[src/rtl/uart_pkg.sv]
// uart_pkg: shared IIR codes, IER bit indices and timer sizing for the UART interrupt logic
package uart_pkg;
  typedef enum logic [3:0] {
    NONE = 4'b0001,
    RLS  = 4'b0110,
    RDA  = 4'b0100,
    CTI  = 4'b1100,
    THRE = 4'b0010,
    MS   = 4'b0000
  } iir_id_t;
  localparam int IER_ERBI  = 0;
  localparam int IER_ETBEI = 1;
  localparam int IER_ELSI  = 2;
  localparam int IER_EDSSI = 3;
  localparam int CHAR_BITS_MAX = 12;
  function automatic int tmr_w(input int tout_chars, input int baud_per_bit);
    return $clog2(tout_chars * CHAR_BITS_MAX * baud_per_bit + 1);
  endfunction
endpackage

[src/rtl/uart_char_timer.sv]
// uart_char_timer: RX idle counter that flags a character timeout after TOUT_CHARS frame times
import uart_pkg::*;
module uart_char_timer #(
  parameter int BAUD_PER_BIT = 16,
  parameter int TOUT_CHARS   = 4
) (
  input  logic       clk,
  input  logic       rst,
  input  logic       baud_pulse,
  input  logic       fifo_en,
  input  logic [1:0] wls,
  input  logic       pen,
  input  logic       stb,
  input  logic       rx_push,
  input  logic       rx_pop,
  input  logic       rx_fifo_empty,
  output logic       tout_hit
);
  localparam int W = tmr_w(TOUT_CHARS, BAUD_PER_BIT);
  logic [3:0] char_bits;
  logic [W-1:0] limit, cnt_q, cnt_d;
  logic clr;
  always_comb begin
    char_bits = 4'd7 + {2'b00, wls} + {3'b000, pen} + {3'b000, stb};
    limit = W'(TOUT_CHARS * BAUD_PER_BIT) * W'(char_bits);
    clr = rx_push | rx_pop | rx_fifo_empty | !fifo_en;
    cnt_d = clr ? '0 : (baud_pulse && cnt_q < limit) ? cnt_q + 1'b1 : cnt_q;
    tout_hit = !clr && cnt_d >= limit;
  end
  always_ff @(posedge clk)
    cnt_q <= rst ? '0 : cnt_d;
endmodule

[src/rtl/uart_irq_ctrl.sv]
// uart_irq_ctrl: prioritized 16550 interrupt/IIR generation; UART_MSI_EN enables the modem-status source
import uart_pkg::*;
module uart_irq_ctrl #(
  parameter int BAUD_PER_BIT = 16,
  parameter int TOUT_CHARS   = 4
) (
  input  logic       clk,
  input  logic       rst,
  input  logic       baud_pulse,
  input  logic [3:0] ier,
  input  logic       fifo_en,
  input  logic [1:0] wls,
  input  logic       pen,
  input  logic       stb,
  input  logic       rx_fifo_empty,
  input  logic       rx_trig,
  input  logic       rx_push,
  input  logic       rx_pop,
  input  logic       lsr_err,
  input  logic       lsr_rd,
  input  logic       tx_fifo_empty,
  input  logic       thr_wr,
  input  logic       iir_rd,
  input  logic       msr_delta,
  input  logic       msr_rd,
  output logic       intr,
  output logic [7:0] iir
);
  logic ls_pend_q, ls_pend_d, cti_pend_q, cti_pend_d, thre_pend_q, thre_pend_d, ms_pend_q, ms_pend_d;
  logic txe_q, ier1_q, intr_q, intr_d, rda, thre_set, tout_hit;
  logic [7:0] iir_q, iir_d;
  iir_id_t id;
  uart_char_timer #(.BAUD_PER_BIT(BAUD_PER_BIT), .TOUT_CHARS(TOUT_CHARS)) u_tmr (
    .clk(clk), .rst(rst), .baud_pulse(baud_pulse), .fifo_en(fifo_en), .wls(wls), .pen(pen),
    .stb(stb), .rx_push(rx_push), .rx_pop(rx_pop), .rx_fifo_empty(rx_fifo_empty), .tout_hit(tout_hit)
  );
`ifdef UART_MSI_EN
  assign ms_pend_d = msr_delta | (ms_pend_q & !msr_rd);
`else
  logic unused_ms;
  assign unused_ms = msr_delta ^ msr_rd;
  assign ms_pend_d = 1'b0;
`endif
  always_comb begin
    ls_pend_d = lsr_err | (ls_pend_q & !lsr_rd);
    rda = fifo_en ? rx_trig : !rx_fifo_empty;
    cti_pend_d = fifo_en & !rx_pop & !rx_push & (tout_hit | cti_pend_q);
    thre_set = tx_fifo_empty & (!txe_q | (ier[IER_ETBEI] & !ier1_q));
    thre_pend_d = !thr_wr & (thre_set | (thre_pend_q & !(iir_rd && iir_q[3:0] == THRE)));
    id = (ls_pend_q & ier[IER_ELSI]) ? RLS :
         (rda & ier[IER_ERBI]) ? RDA :
         (cti_pend_q & ier[IER_ERBI]) ? CTI :
         (thre_pend_q & ier[IER_ETBEI]) ? THRE :
         (ms_pend_q & ier[IER_EDSSI]) ? MS : NONE;
    iir_d = {fifo_en ? 2'b11 : 2'b00, 2'b00, id};
    intr_d = !iir_d[0];
  end
  always_ff @(posedge clk) begin
    ls_pend_q   <= rst ? 1'b0 : ls_pend_d;
    cti_pend_q  <= rst ? 1'b0 : cti_pend_d;
    thre_pend_q <= rst ? 1'b0 : thre_pend_d;
    ms_pend_q   <= rst ? 1'b0 : ms_pend_d;
    txe_q       <= rst ? 1'b1 : tx_fifo_empty;
    ier1_q      <= rst ? 1'b0 : ier[IER_ETBEI];
    iir_q       <= rst ? 8'h01 : iir_d;
    intr_q      <= rst ? 1'b0 : intr_d;
  end
  assign iir = iir_q;
  assign intr = intr_q;
endmodule

[config.mk]
export PLATFORM = sky130hd
export DESIGN_NAME = uart_irq_ctrl
export DESIGN_NICKNAME = d
export VERILOG_FILES = /design/src/rtl/uart_pkg.sv /design/src/rtl/uart_char_timer.sv /design/src/rtl/uart_irq_ctrl.sv
export SDC_FILE = /design/constraint.sdc
export NUM_CORES = 1
export LEC_CHECK = 0
export ABC_AREA = 1
export CAP_MARGIN = 10
export CELL_PAD_IN_SITES_DETAIL_PLACEMENT = 0
export CELL_PAD_IN_SITES_GLOBAL_PLACEMENT = 1
export CORE_MARGIN = 10
export CORE_UTILIZATION = 39
export CTS_BUF_LIST = sky130_fd_sc_hd__clkbuf_4
export CTS_CLUSTER_SIZE = 40
export DETAILED_ROUTE_END_ITERATION = 8
export PLACE_DENSITY = 0.95
export SLEW_MARGIN = 30
export SYNTH_ARGS = -nofsm -noshare
export SYNTH_HDL_FRONTEND = slang
export SYNTH_SLANG_ARGS = --single-unit
[constraint.sdc]
create_clock -name clk -period 5.9 [get_ports clk]
set_input_delay 0.59 -clock clk [delete_from_list [all_inputs] [get_ports clk]]
set_output_delay 0.59 -clock clk [all_outputs]
set_load 0.01 [all_outputs]
**Word level (Yosys, flattened, before mapping)**

Cells that the tools add are included.

- Output and inout port bits: 9
- Register bits: 22
- Logic and storage cells: 58
- Input port bits: 23

- Equal/unequal tests: 1
- Reductions and logical operators: 15
- Bitwise logic cells: 19
- $lt $le $gt $ge: 2
- $add $sub $neg: 4
- Multiplexer cells: 8

Operators with widths:

| operator | count |
|---|---|
| 10-bit two-way mux | 2 |
| 1-bit bitwise AND | 12 |
| 1-bit zero test | 11 |
| 10-bit by 1-bit adder with 10-bit output (second input constant) | 1 |
| 10-bit greater-or-equal comparator | 1 |
| 10-bit < comparator | 1 |
| 4-bit by 1-bit adder with 4-bit output | 2 |
| 1-bit bitwise OR | 7 |
| 3-bit two-way mux | 2 |
| 3-bit by 2-bit adder with 4-bit output (first input constant) | 1 |
| 4-bit by 2-bit == test with 1-bit output (second input constant) | 1 |
| 2-bit two-way mux | 2 |
| 4-bit two-way mux | 1 |
| 1-bit logical AND | 3 |
| 3-bit OR reduction | 1 |
| 1-bit two-way mux | 1 |

**Logic depth before layout (Yosys ltp)**

- Depth after elaboration: 11
- Depth in mapped cells: 25
- Gate-level depth less buffers: 25

**Modules after synthesis**

From an unflattened synthesis, not the netlist that was laid out.

- Cell total of the unflattened synthesis: 198
- Area total of the unflattened synthesis: 1,365.1 um^2

Modules (own cells, without submodules):

| module | instances | seq. area each (um^2) | cells each | area an instance (um^2) |
|---|---|---|---|---|
| uart_char_timer | 1 | 200.2 | 142 | 914.6 |
| uart_irq_ctrl | 1 | 220.2 | 56 | 450.4 |

**Worst setup path after synthesis**

Ideal clock, no wire load.

- Path type: input to register
- Start point: input wls[0]
- End point: register cti_pend_q
- Path buffers: 0
- Library setup time: 0.066 ns
- Slack: 2.284 ns
- Cell stages on the path: 25
- Data required time: 5.834 ns
- Arrival time: 3.550 ns
- Path through: inv_1 > ha_1 > inv_1 > ha_1 > fa_1 > xor2_1 > ha_1 > nand2_1 > inv_1 > nand2_2 > nand3_2 > nor3_2 > and3_1 > nor3_1 > ha_1 > nand2_1 > inv_1 > nand2_1 > nor2_1 > nand2_1 > nor2_1 > nand2_1 > nand2_1 > nand2_1 > a21oi_2

- Word-level cells in the longest chain between the ends: 11

Ends and longest elaborated chain:

| what | RTL line | source |
|---|---|---|
| start: declaration | uart_irq_ctrl.sv:12 | `input logic [1:0] wls,` |
| 3-bit by 2-bit adder with 4-bit output | uart_char_timer.sv:24 | `char_bits = 4'd7 + {2'b00, wls} + {3'b000, pen} + {3'b000, stb};` |
| 4-bit by 1-bit adder with 4-bit output (2 in a row) | uart_char_timer.sv:24 |  |
| 10-bit < comparator | uart_char_timer.sv:27 | `cnt_d = clr ? '0 : (baud_pulse && cnt_q < limit) ? cnt_q + 1'b1 : cnt_q;` |
| 1-bit logical AND | uart_char_timer.sv:27 |  |
| 10-bit two-way mux (2 in a row) | uart_char_timer.sv:27 |  |
| net u_tmr.cnt_d[9] | uart_char_timer.sv:21 | `logic [W-1:0] limit, cnt_q, cnt_d;` |
| 10-bit greater-or-equal comparator | uart_char_timer.sv:28 | `tout_hit = !clr && cnt_d >= limit;` |
| 1-bit logical AND | uart_char_timer.sv:28 |  |
| 1-bit bitwise OR | uart_irq_ctrl.sv:47 | `cti_pend_d = fifo_en & !rx_pop & !rx_push & (tout_hit \| cti_pend_q);` |
| 1-bit bitwise AND | uart_irq_ctrl.sv:47 |  |
| end signal: assignment | uart_irq_ctrl.sv:60 | `cti_pend_q <= rst ? 1'b0 : cti_pend_d;` |
| end: declaration | uart_irq_ctrl.sv:29 | `logic ls_pend_q, ls_pend_d, cti_pend_q, cti_pend_d, thre_pend_q, thre_pend_d, ms_pend_q, ms_pend_d;` |

The timed path passes the listed nets, and every way through them passes these cells.
A chain may end at the register's enable or synchronous reset.

**Final worst setup path**

Ends and elaborated chain as after synthesis.

==> flow_summary.ini <==
[status]
status = finished clean

[place]
gp_congestion = 0.809
dp_hpwl_um = 2330
place_inst = 251
io_buffers = 26
pre_cts_ws_ns = 1.30

[power_and_ir_drop]
p_leak_nw = 0.756
peakVddDrop_mv = 0.111
comb_power_share_pct = 18.3
seq_power_share_pct = 55.4
swShare_pct = 26.4
power.share.clock_pct = 26.4
internal_power_w = 0.000196
p_per_area_mw_per_mm2 = 161
power_switching_w = 0.0000700

[cts]
cts.repair.resized = 0
clk_latency_ns = 0.31
clock_path_buffers = 2
holdBufCountCts = 0
clk_pin_slew_ns = 0.12
cts_setup_buffers = 0
clock-sinks = 21
cts_made_buffers = 3
root_buffer = clkbuf_4
cts_tree = built
htree_levels = 1

[timing]
setup_viol = 0
setup_tns_ns = 0
setup_slack_ns = 1.65
tightest_slew_ns = 0.694
finalClockSkew_ns = 0.0118
slew_headroom_pct = 53.6
finalCritPeriodShare_pct = 72.1
fin_crit_ns = 4.25
finalHoldViolCount = 0
max_freq_mhz = 235
slew_violations = 0
rsz0062_at_grt = no

[detailed_routing]
avgViaCountPerCell = 4.59
drt_iter0_markers = 47
drt-total-wl_um = 2870
vias = 1170
drt_pass1_iterations = 4
routedWlPerCell_um = 11.2
drc_errors = 0
antenna_left = 0

[critical_path]
critPathKind = input pin to register
critPathLaunchType = input pin
cp-end-kind = register
crit_fanout = 11
cp_data_arrival_time_ns = 4.52
cp_data_required_time_ns = 6.16

[layout]
area_growth_syn_to_layout_pct = 22.9
layout.nets = 245
layout.cells.non_filler = 255
drive_gt1_share_pct = 11.5
n_antenna_cell = 0

[logic_synthesis]
synthTopCellsByCount = nand2_1 (33), inv_1 (32), dfxtp_1 (21)
yosysMostFrequentCell = nand2_1
syn_area_mm2 = 0.00134
synth_ff_type = dfxtp_1
avgSynthCellArea_um2 = 7.30
ys_warn_count = 0
synthCells = 184
synth_edf_count = 0
ys_seq_area_share_pct = 31.3
ys_ff_latch = 21
synth_top_area_share_pct = 31.3
yosysUniqueCellTypes = 30
synthArstFlopShare_pct = 0
synth.area.top_cells = dfxtp_1 (31%), ha_1 (10%), nand2_1 (9.2%), inv_1 (8.9%), nand4_1 (5.1%)
synth.largest_area_cell = dfxtp_1

[global_routing]
grt_pass1_vias = 1173
grt_first_pass_wirelength_um = 5200
grt_max_degree = 18
antenna_found_initial = 0
grt.overflow.total = 0
grtUsageTotal_pct = 10.0

[floorplanning]
die_area_mm2 = 0.00619
num_rows = 21
die_w_um = 78.7
die_h_um = 78.7
start_util_pct = 40.3
ios = 32
core_area_mm2 = 0.00334

[job]
maxCapViolCount = 0

[worst_hold_path]
hp-class = register to register
==> kinds of logic (layout without fill, tap and decap cells) <==
logic type / Yosys count / count (layout) / synth area share [%]
and+or+nand+nor: 94 / 94 / 36.8
buffers and inverters: 42 / 66 / 13.4
DFF: 21 / 21 / 31.3
AOI/OAI and AO/OA: 13 / 13 / 5.87
adders and majority gates: 12 / 12 / 11.7
other: 1 / 2 / 0.279
xor gates and xnor gates: 1 / 1 / 0.652
==> worst max-delay path, stage by stage <==
cell             delay, ns
clkdlybuf4s50_1       0.45
inv_1                 0.05
ha_1                  0.26
inv_1                 0.04
ha_1                  0.20
fa_1                  0.41
xor2_1                0.20
ha_1                  0.26
nand2_1               0.06
inv_1                 0.04
nand2_2               0.21
nand3_2               0.19
nor3_2                0.27
and3_1                0.25
nor3_1                0.06
ha_1                  0.30
nand2_1               0.05
inv_1                 0.06
nand2_1               0.07
nor2_1                0.09
nand2_1               0.06
nor2_1                0.08
nand2_1               0.06
nand2_1               0.05
nand2_1               0.05
a21oi_2               0.10
==> power groups by stage <==
stage / registers [W] / logic [W] / clock network, W
global route: 0.000148 / 0.0000556 / 0.0000760
finish: 0.000147 / 0.0000485 / 0.0000701
CTS: 0.000147 / 0.0000496 / 0.0000736
global placement: 0.000150 / 0.0000486 / 0
detailed placement: 0.000150 / 0.0000493 / 0
floorplan: 0.000151 / 0.0000261 / 0
==> area by class of cell <==
cell class	instances	area (um^2)
clock buffers	3	22.5
clock inverters	1	5.00
fillers	363	1690
inverters	35	131
multi-input cells	122	747
flip-flops and latches	21	420
well taps	46	57.6
repair buffers	27	268
==> per-stage QoR <==
| step | util, % | total power (W) | instance area [um^2] | hold slack (ns) |
|---|---|---|---|---|
| floorplan | - | 0.000177 | 1350 | 0.438 |
| global placement | 48.7 | 0.000199 | 1620 | 0.448 |
| detailed placement | 48.7 | 0.000200 | 1620 | 0.450 |
| CTS | 49.5 | 0.000270 | 1650 | 0.469 |
| global route | 49.5 | 0.000279 | 1650 | 0.497 |
| finish | 49.5 | 0.000266 | 1650 | 0.469 |
==> flip-flops by register name (all words and copies together), names as in the netlist <==
signal,cells
iir,5
ls_pend_q,1
intr,1
u_tmr.cnt_q,10
thre_pend_q,1
ier1_q,1
cti_pend_q,1
txe_q,1
==> path summary, 6_finish.rpt <==
kind | cells past startpoint | end | from | slack (ns)
worst max register to register | 19 | cti_pend_q | u_tmr.cnt_q[7] | 3.13
worst max-delay path | 26 | cti_pend_q | wls[0] | 1.65
worst min register to register | 2 | cti_pend_q | cti_pend_q | 0.47
worst min-delay path | 2 | cti_pend_q | cti_pend_q | 0.47
==> metal layers <==
metal	track usage, %	wire [um]	vias up
li1	-	-	639
met1	11.5	1340	508
met5	0	0	-
met3	3.49	128	2
met2	17.4	1380	21
met4	2.69	19	0
==> cells in the final DEF, fill, tap and decap left out <==
cell	synthesis	routed
a21oi_2	1	1
inv_1	32	32
fa_1	1	1
nor3_1	6	6
a22oi_1	1	1
a21oi_1	5	5
o211ai_1	1	1
nand3_1	7	7
ha_1	11	11
nand3_2	5	5
inv_2	3	3
nand2_1	33	33
nand2_2	2	2
nor2_1	18	18
nor3_2	3	3
buf_4	4	1
clkdlybuf4s50_1	0	26
nor4_2	1	1
conb_1	1	2
nor4_1	2	2
o211a_1	1	1
nor2_8	1	1
xor2_1	1	1
o21ai_0	4	4
dfxtp_1	21	21
clkinv_2	0	1
and3_1	2	2
nand4_1	11	11
or2_2	1	1
nor2_2	2	2
clkbuf_4	0	3
(Power assumes the default switching activity.)
